--- src/rtl/keypad_scanner.sv ---
// keypad_scanner: 4x4 hex keypad scanner with debounce and 4-digit entry.
// Define KEYPAD_REPEAT_EN to auto-repeat a held key every REPEAT_CNT samples.
module keypad_scanner #(
   parameter int SCAN_DIV     = 50000,
   parameter int DEBOUNCE_CNT = 4,
   parameter int REPEAT_CNT   = 100
) (
   input  logic        Clk,
   input  logic        Reset,
   input  logic [3:0]  Row,
   input  logic        Clear,
   output logic [3:0]  Col,
   output logic [3:0]  KeyCode,
   output logic        KeyValid,
   output logic [15:0] Value
);

   localparam int DW   = $clog2(SCAN_DIV);
   localparam int CMAX = (REPEAT_CNT > DEBOUNCE_CNT) ? REPEAT_CNT : DEBOUNCE_CNT;
   localparam int CW   = $clog2(CMAX + 1);
   localparam logic [DW-1:0] DIV_LAST = DW'(SCAN_DIV - 1);
   localparam logic [CW-1:0] DEB_LAST = CW'(DEBOUNCE_CNT);
`ifdef KEYPAD_REPEAT_EN
   localparam logic [CW-1:0] REP_LAST = CW'(REPEAT_CNT);
`endif

   typedef enum logic [1:0] {SCAN, DEBOUNCE, ACCEPT, HELD} state_t;

   state_t        state, state_nxt;
   logic [3:0]    row_m, row_s;
   logic [DW-1:0] div;
   logic [1:0]    col_idx, col_nxt;
   logic [1:0]    row_idx;
   logic [1:0]    cand_row, cand_row_nxt;
   logic [CW-1:0] cnt, cnt_nxt;
   logic [3:0]    code;
   logic          sample, pressed, same, accept;
`ifdef KEYPAD_REPEAT_EN
   logic [CW-1:0] rep, rep_nxt;
`endif

   assign sample  = (div == DIV_LAST);
   assign pressed = (row_s != 4'hF);
   assign same    = pressed && (row_idx == cand_row);
   assign code    = {cand_row_nxt, col_idx};
   assign Col     = ~(4'b0001 << col_idx);

   always_comb begin
      row_idx = 2'd3;
      if (!row_s[0])      row_idx = 2'd0;
      else if (!row_s[1]) row_idx = 2'd1;
      else if (!row_s[2]) row_idx = 2'd2;
   end

   // cnt is the debounce count in DEBOUNCE and the release count in HELD
   always_comb begin
      state_nxt    = state;
      col_nxt      = col_idx;
      cand_row_nxt = cand_row;
      cnt_nxt      = cnt;
      accept       = 1'b0;
`ifdef KEYPAD_REPEAT_EN
      rep_nxt      = rep;
`endif
      unique case (state)
         SCAN: begin
            if (sample) begin
               if (!pressed) begin
                  col_nxt = col_idx + 1'b1;
               end else begin
                  cand_row_nxt = row_idx;
                  if (DEBOUNCE_CNT == 1) begin
                     accept    = 1'b1;
                     state_nxt = ACCEPT;
                     cnt_nxt   = '0;
                  end else begin
                     state_nxt = DEBOUNCE;
                     cnt_nxt   = CW'(1);
                  end
               end
            end
         end
         DEBOUNCE: begin
            if (sample) begin
               if (!same) begin
                  state_nxt = SCAN;
                  col_nxt   = col_idx + 1'b1;
                  cnt_nxt   = '0;
               end else if (cnt + 1'b1 == DEB_LAST) begin
                  accept    = 1'b1;
                  state_nxt = ACCEPT;
                  cnt_nxt   = '0;
               end else begin
                  cnt_nxt = cnt + 1'b1;
               end
            end
         end
         ACCEPT: begin
            state_nxt = HELD;
         end
         HELD: begin
            if (sample) begin
               if (pressed) begin
                  cnt_nxt = '0;
`ifdef KEYPAD_REPEAT_EN
                  if (!same) begin
                     rep_nxt = '0;
                  end else if (rep + 1'b1 == REP_LAST) begin
                     accept    = 1'b1;
                     state_nxt = ACCEPT;
                     rep_nxt   = '0;
                  end else begin
                     rep_nxt = rep + 1'b1;
                  end
`endif
               end else begin
`ifdef KEYPAD_REPEAT_EN
                  rep_nxt = '0;
`endif
                  if (cnt + 1'b1 == DEB_LAST) begin
                     state_nxt = SCAN;
                     col_nxt   = col_idx + 1'b1;
                     cnt_nxt   = '0;
                  end else begin
                     cnt_nxt = cnt + 1'b1;
                  end
               end
            end
         end
         default: state_nxt = SCAN;
      endcase
   end

   always_ff @(posedge Clk or negedge Reset) begin
      if (!Reset) begin
         row_m    <= 4'hF;
         row_s    <= 4'hF;
         div      <= '0;
         state    <= SCAN;
         col_idx  <= '0;
         cand_row <= '0;
         cnt      <= '0;
`ifdef KEYPAD_REPEAT_EN
         rep      <= '0;
`endif
         KeyValid <= 1'b0;
         KeyCode  <= 4'h0;
         Value    <= 16'h0000;
      end else begin
         row_m    <= Row;
         row_s    <= row_m;
         div      <= sample ? '0 : div + 1'b1;
         state    <= state_nxt;
         col_idx  <= col_nxt;
         cand_row <= cand_row_nxt;
         cnt      <= cnt_nxt;
`ifdef KEYPAD_REPEAT_EN
         rep      <= rep_nxt;
`endif
         KeyValid <= accept;
         if (accept)
            KeyCode <= code;
         // Clear landing on an accept keeps the freshly accepted digit
         if (accept)
            Value <= Clear ? {12'h000, code} : {Value[11:0], code};
         else if (Clear)
            Value <= (state == ACCEPT) ? {12'h000, KeyCode} : 16'h0000;
      end
   end

endmodule

--- config.mk ---
export PLATFORM = sky130hd
export DESIGN_NAME = keypad_scanner
export DESIGN_NICKNAME = d
export VERILOG_FILES = /design/src/rtl/keypad_scanner.sv
export SDC_FILE = /design/constraint.sdc
export NUM_CORES = 1
export LEC_CHECK = 0
export CAP_MARGIN = 20
export CORE_MARGIN = 2
export CORE_UTILIZATION = 59
export CTS_CLUSTER_SIZE = 30
export DETAILED_ROUTE_END_ITERATION = 8
export GPL_ROUTABILITY_DRIVEN = 0
export PLACE_DENSITY = 0.83
export SYNTH_ARGS = -nofsm -noshare
export SYNTH_HDL_FRONTEND = slang
export SYNTH_SLANG_ARGS = --single-unit
--- constraint.sdc ---
create_clock -name Clk -period 3.1 [get_ports Clk]
set_input_delay 0.31 -clock Clk [delete_from_list [all_inputs] [get_ports Clk]]
set_output_delay 0.31 -clock Clk [all_outputs]
set_load 0.02 [all_outputs]
**After elaboration in Yosys (flattened, before gate mapping)**

Cells that the tools add are included.

- Add/sub/neg operators: 3
- Eq/ne operators: 16
- Shift-type cells: 1
- Muxes and demuxes: 40
- Bitwise gates (word level): 1
- Reductions and logical operators: 7

Operators by type and width:

| kind | count |
|---|---|
| 16-bit 2-to-1 mux | 4 |
| 7-bit 2-to-1 mux | 7 |
| 2-bit 2-to-1 mux | 20 |
| 7-bit one-hot mux with 3 select lines | 1 |
| 16-bit by 1-bit adder with 16-bit output, second input constant | 1 |
| 16-bit equality test, second input constant | 1 |
| 2-bit inequality test, second input constant | 8 |
| 2-bit one-hot mux with 4 select lines | 1 |
| 8-bit AND reduction | 1 |
| 7-bit by 1-bit adder with 7-bit output, second input constant | 1 |
| 7-bit by 3-bit equality test with 1-bit output, second input constant | 1 |
| 7-bit AND reduction | 1 |
| 2-bit one-hot mux with 3 select lines | 1 |
| 1-bit 2-to-1 mux | 5 |
| 5-bit AND reduction | 1 |
| 2-bit equality test, second input constant | 2 |
| 4-bit 2-to-1 mux | 1 |
| 4-bit inequality test, second input constant | 1 |
| 4-bit inverter | 1 |
| 1-bit by 2-bit << shifter with 4-bit output, first input constant | 1 |
| 3-bit inequality test, second input constant | 1 |
| 3-bit nonzero test | 1 |
| 2-bit by 1-bit adder with 2-bit output, second input constant | 1 |
| 2-bit by 1-bit equality test with 1-bit output, second input constant | 1 |
| 4 further kinds | 4 |

- Register bits after elaboration: 58
- Input bits: 7

**Depth between registers and ports, before layout**

- Depth after elaboration: 9
- Mapped depth: 9

**Least setup slack after synthesis**

OpenSTA, ideal clock, no wires.

- Path kind: register to register
- Start: reg row_s[0]
- End: reg Value[10]
- Setup time: 0.136 ns
- Data arrival time: 1.845 ns
- Data required time: 2.964 ns
- Setup slack: 1.119 ns
- Cell stages (with the launch flop): 9
- Cells stage by stage: dfstp_2 > and4b_1 > a22o_4 > nand4_4 > or4_4 > buf_6 > buf_6 > nand2_1 > a21oi_1

- Cells in the longest elaborated chain, start to end: 7
- Elaborated cells on any way between the ends: 9
- Those cells by class: eq/ne: 2; mux: 5; reduce/logical: 2

Ends and longest elaborated chain:

| item | line | source |
|---|---|---|
| from (decl) | 30 | `logic [3:0] row_m, row_s;` |
| from (signal assigned) | 151 | `row_s <= row_m;` |
| 2-bit 2-to-1 mux | 50 | `if (!row_s[0]) row_idx = 2'd0;` |
| 2-bit equality test | 44 | `assign same = pressed && (row_idx == cand_row);` |
| 1-bit logical AND * | 44 |  |
| 1-bit 2-to-1 mux * | 85 | `if (!same) begin` |
| 1-bit 2-to-1 mux * | 84 | `if (sample) begin` |
| 1-bit 2-to-1 mux * | 65 | `unique case (state)` |
| 16-bit 2-to-1 mux or 2-bit nonzero test (tied branches) | -- |  |
| to (signal assigned) | 165 | `Value <= Clear ? {12'h000, code} : {Value[11:0], code};` |
| to (signal assigned) | 167 | `Value <= (state == ACCEPT) ? {12'h000, KeyCode} : 16'h0000;` |
| to (decl) | 15 | `output logic [15:0] Value` |

Mark *: on every way between the ends. The rest lies on a longest branch, timed or not.
A chain may end at the register's enable or synchronous reset.

**Worst setup path in the final report**

- Start: reg div[0]
- End: reg Value[10]

- Cells in the longest elaborated chain, start to end: 4
- Elaborated cells on any way between the ends: 5
- Those cells by class: eq/ne: 1; mux: 3; reduce/logical: 1

Ends and longest elaborated chain:

| item | line | source |
|---|---|---|
| from (decl) | 31 | `logic [DW-1:0] div;` |
| from (signal assigned) | 152 | `div <= sample ? '0 : div + 1'b1;` |
| 16-bit equality test * | 42 | `assign sample = (div == DIV_LAST);` |
| 1-bit 2-to-1 mux * | 84 |  |
| 1-bit 2-to-1 mux * | 65 |  |
| 16-bit 2-to-1 mux or 2-bit nonzero test (tied branches) | -- |  |

Marked as above.

==> results by group <==
GRT
  • Tot GR Track Use: 23.1%
  • Met3 Track Usage GR: 4.64%
  • Pin count of the biggest net entering global routing: 44
  • Antenna violations before repair: 0
  • Busiest grt layer: met2
  • Grt ovf: 0
  • Met2 usage: 36.6%
  • Vias in the first global route: 2036
  • GRT met1 Usage: 30.0%
  • First-pass GRT wire length: 9050 um

Critical path
  • CP Max Fanout: 19
  • CP required: 3.35 ns
  • WS Path Type: register to register
  • Worst Setup Start Kind: register
  • Crit. End Element: register
  • Delay-heaviest family, CP: simple AND/OR/NAND/NOR gates
  • Crit path arrival time: 2.60 ns
  • Slowest CP cell: nor3_4
  • R2R Setup Slk: 0.75 ns
  • Buf+Inv Stages, Crit Path: 0
  • Crit path cell chain: ha_1, and3_1, and3_1, nand2_1, nor3_4, nand2_1, a21oi_1
  • Delay of the slowest critical-path stage: 0.59 ns

Drt
  • DR pass1 iterations: 5
  • Drt first-iter violations: 244
  • Vias post-DR: 2105
  • Wirelength, routed: 5390 um
  • ANT nets after route: 0
  • DRC Markers: 0
  • Via density: 5.72
  • WL/cell: 14.6 um

STA
  • Setup TNS: 0 ns
  • Slew Viols, Final: 0
  • Worst Clk Skew: 0.00940 ns
  • Final setup vio count: 0
  • Hold_ws: 0.354 ns
  • Tcrit/Tclk final: 75.7%
  • Final WS setup: 0.752 ns
  • Max transition margin: 50.1%
  • Period minus WS final: 2.35 ns
  • Slew @ Worst Pin: 0.748 ns
  • Final hold vios: 0
  • Max Freq: 0.426 GHz
  • RSZ-0062 raised after global routing: false

Yosys
  • Top_reg_cell synth: dfrtp_1
  • Complex-gate fraction of the synthesized area: 10.1%
  • Mapped Cells: 275
  • Number of synthesized flops with an enable pin: 0
  • Simple-gate share of the synthesized area: 24.8%
  • Dominant combinational cell family by area after synthesis: simple AND/OR/NAND/NOR gates
  • Mapped cell area: 2710 um^2
  • Seq/Total Area, Yosys: 53.9%
  • Asr flop ratio synth: 100%
  • Number of synthesized register bits: 58
  • Synth Warn #: 0
  • Synth cell types: 43
  • Multiplexer area fraction after synthesis: 0.370%
  • Syn Nets: 288
  • Syn_area_per_cell: 9.85 um^2
  • Xor and xnor area share after synthesis: 4.20%
  • Adder-cell area share of the yosys netlist: 2.77%

Clock network
  • H-tree depth: 3
  • Bufs on Longest Clock Path: 2
  • Clock Root Buffer: clkbuf_8
  • CTS tree: built
  • Clock Sinks: 58
  • Worst-path clk slew: 0.06 ns
  • CTS Buf Count: 9
  • Worst skew pair latency: 0.33 ns

Finish
  • Most frequent cells in the layout: nand2_1 (58), dfrtp_1 (50), clkdlybuf4s50_1 (30)
  • N_diodes: 0
  • Layout cell share with drive strength beyond 1: 10.4%
  • Filler cell count: 321
  • Commonest non-fill, non-tap cell in the layout: nand2_1
  • Area delta synth->final: 19.7%
  • Fin nets: 325
  • Core Util, Final: 74.0%

Pwr
  • Leakage: 1.43 nW
  • Reg power frac: 50.8%
  • VDD IR max: 464 uV
  • Sw Share: 20.2%
  • Power share of the clock group: 46.9%
  • Switch Pwr: 306 uW
  • Pint: 1.21 mW
  • Logic pwr share: 2.3%
  • PwrDens: 467 nW/um^2

Die
  • Starting density of the core: 61.8%
  • IO Pins: 32
  • Die Y-Extent: 71.8 um
  • DIE AREA: 5150 um^2
  • Die width: 71.8 um
  • Row count: 24
  • Core area: 4380 um^2

Placed design
  • Dpl hpwl: 3810 um
  • # port buffers: 31
  • Setup slack at placement: 0.789 ns

Worst hold path
  • Class of the most critical hold timing path: register to register

Outcome
  • Status: complete, no violations

Flow run
  • Max Cap Viol: 0
power groups by stage:
stage / combinational (mW) / clock, mW / sequential [mW]
2_1_floorplan: 0.00924 / 0 / 0.783
3_3_place_gp: 0.0337 / 0 / 0.783
3_5_place_dp: 0.0346 / 0 / 0.783
4_1_cts: 0.0358 / 0.721 / 0.770
5_1_grt: 0.0397 / 0.757 / 0.770
6_report: 0.0346 / 0.710 / 0.770
through the flow:
stage	instance area [um^2]	power (mW)	instances
floorplan	2710	0.792	275
global placement	3030	0.817	352
detailed placement	3030	0.818	352
CTS	3240	1.53	368
global route	3240	1.57	368
finish	3240	1.51	368
state kept, by name, indices dropped and copies added, names as in the netlist, named ones only:
name / cells
div: 16
Value: 16
col_idx: 2
cnt: 7
KeyCode: 4
cand_row: 2
row_m: 4
KeyValid: 1
row_s: 4
state: 1
final timing paths:
path | from | cells after the start | to
worst max-delay path | div[0] | 7 | Value[10]
worst min-delay path | row_m[1] | 0 | row_s[1]
worst max register to register | div[0] | 7 | Value[10]
worst min register to register | row_m[1] | 0 | row_s[1]
max in group asynchronous | Reset | 3 | row_m[1]
min in group asynchronous | Reset | 2 | Value[8]
Yosys cell counts (2+ instances only):
cell | number | area [um^2]
nor2b_1 | 3 | 18.8
nor4_1 | 3 | 18.8
o21ai_0 | 10 | 50.1
dfstp_2 | 8 | 210
or3_1 | 2 | 12.5
nor2_1 | 18 | 67.6
inv_1 | 10 | 37.5
nand4_1 | 4 | 25.0
a22oi_1 | 3 | 22.5
and3_1 | 7 | 43.8
buf_6 | 4 | 45.0
a41oi_1 | 2 | 17.5
nand2_1 | 58 | 218
ha_1 | 6 | 75.1
xor2_1 | 8 | 70.1
a22o_1 | 3 | 26.3
and4_1 | 3 | 26.3
nand3_1 | 26 | 130
nor3_1 | 2 | 10.0
a21oi_1 | 16 | 80.1
or2_2 | 2 | 12.5
clkbuf_1 | 2 | 7.51
dfrtp_1 | 50 | 1250
a31oi_1 | 2 | 12.5
xnor2_1 | 5 | 43.8
logic make-up after synthesis:
family | count (synthesis)
AND/OR/NAND/NOR | 136
AO/OA/AOI/OAI | 43
buffers and inverters | 18
XOR/XNOR | 13
multiplexers | 1
adder cells (fa/ha/maj) | 6
flip-flops | 58
repair_timing:
item	4_1_cts	5_1_grt
resized for setup	0	0
buffers inserted	0	0
endpoints found under the hold margin	15	0
hold buffers	1	0
layout make-up:
class                           instances  area (um^2)  share of cell area (%)
Timing Repair Buffer                   34          330                    10.2
Sequential cell                        58         1460                    45.1
Tap cell                               52         65.1                    2.01
Inverter                               10         37.5                    1.16
Clock inverter                          2         35.0                    1.08
Clock buffer                           13          169                    5.21
Multi-Input combinational cell        199         1140                    35.3
metal layers:
metal | vias up | part of all wire, %
li1 | 1025 | -
met1 | 1012 | 44
met2 | 62 | 49
met3 | 6 | 5.8
met4 | 0 | 0.89
met5 | - | 0
No activity file was read; power rests on OpenSTA's default activity.
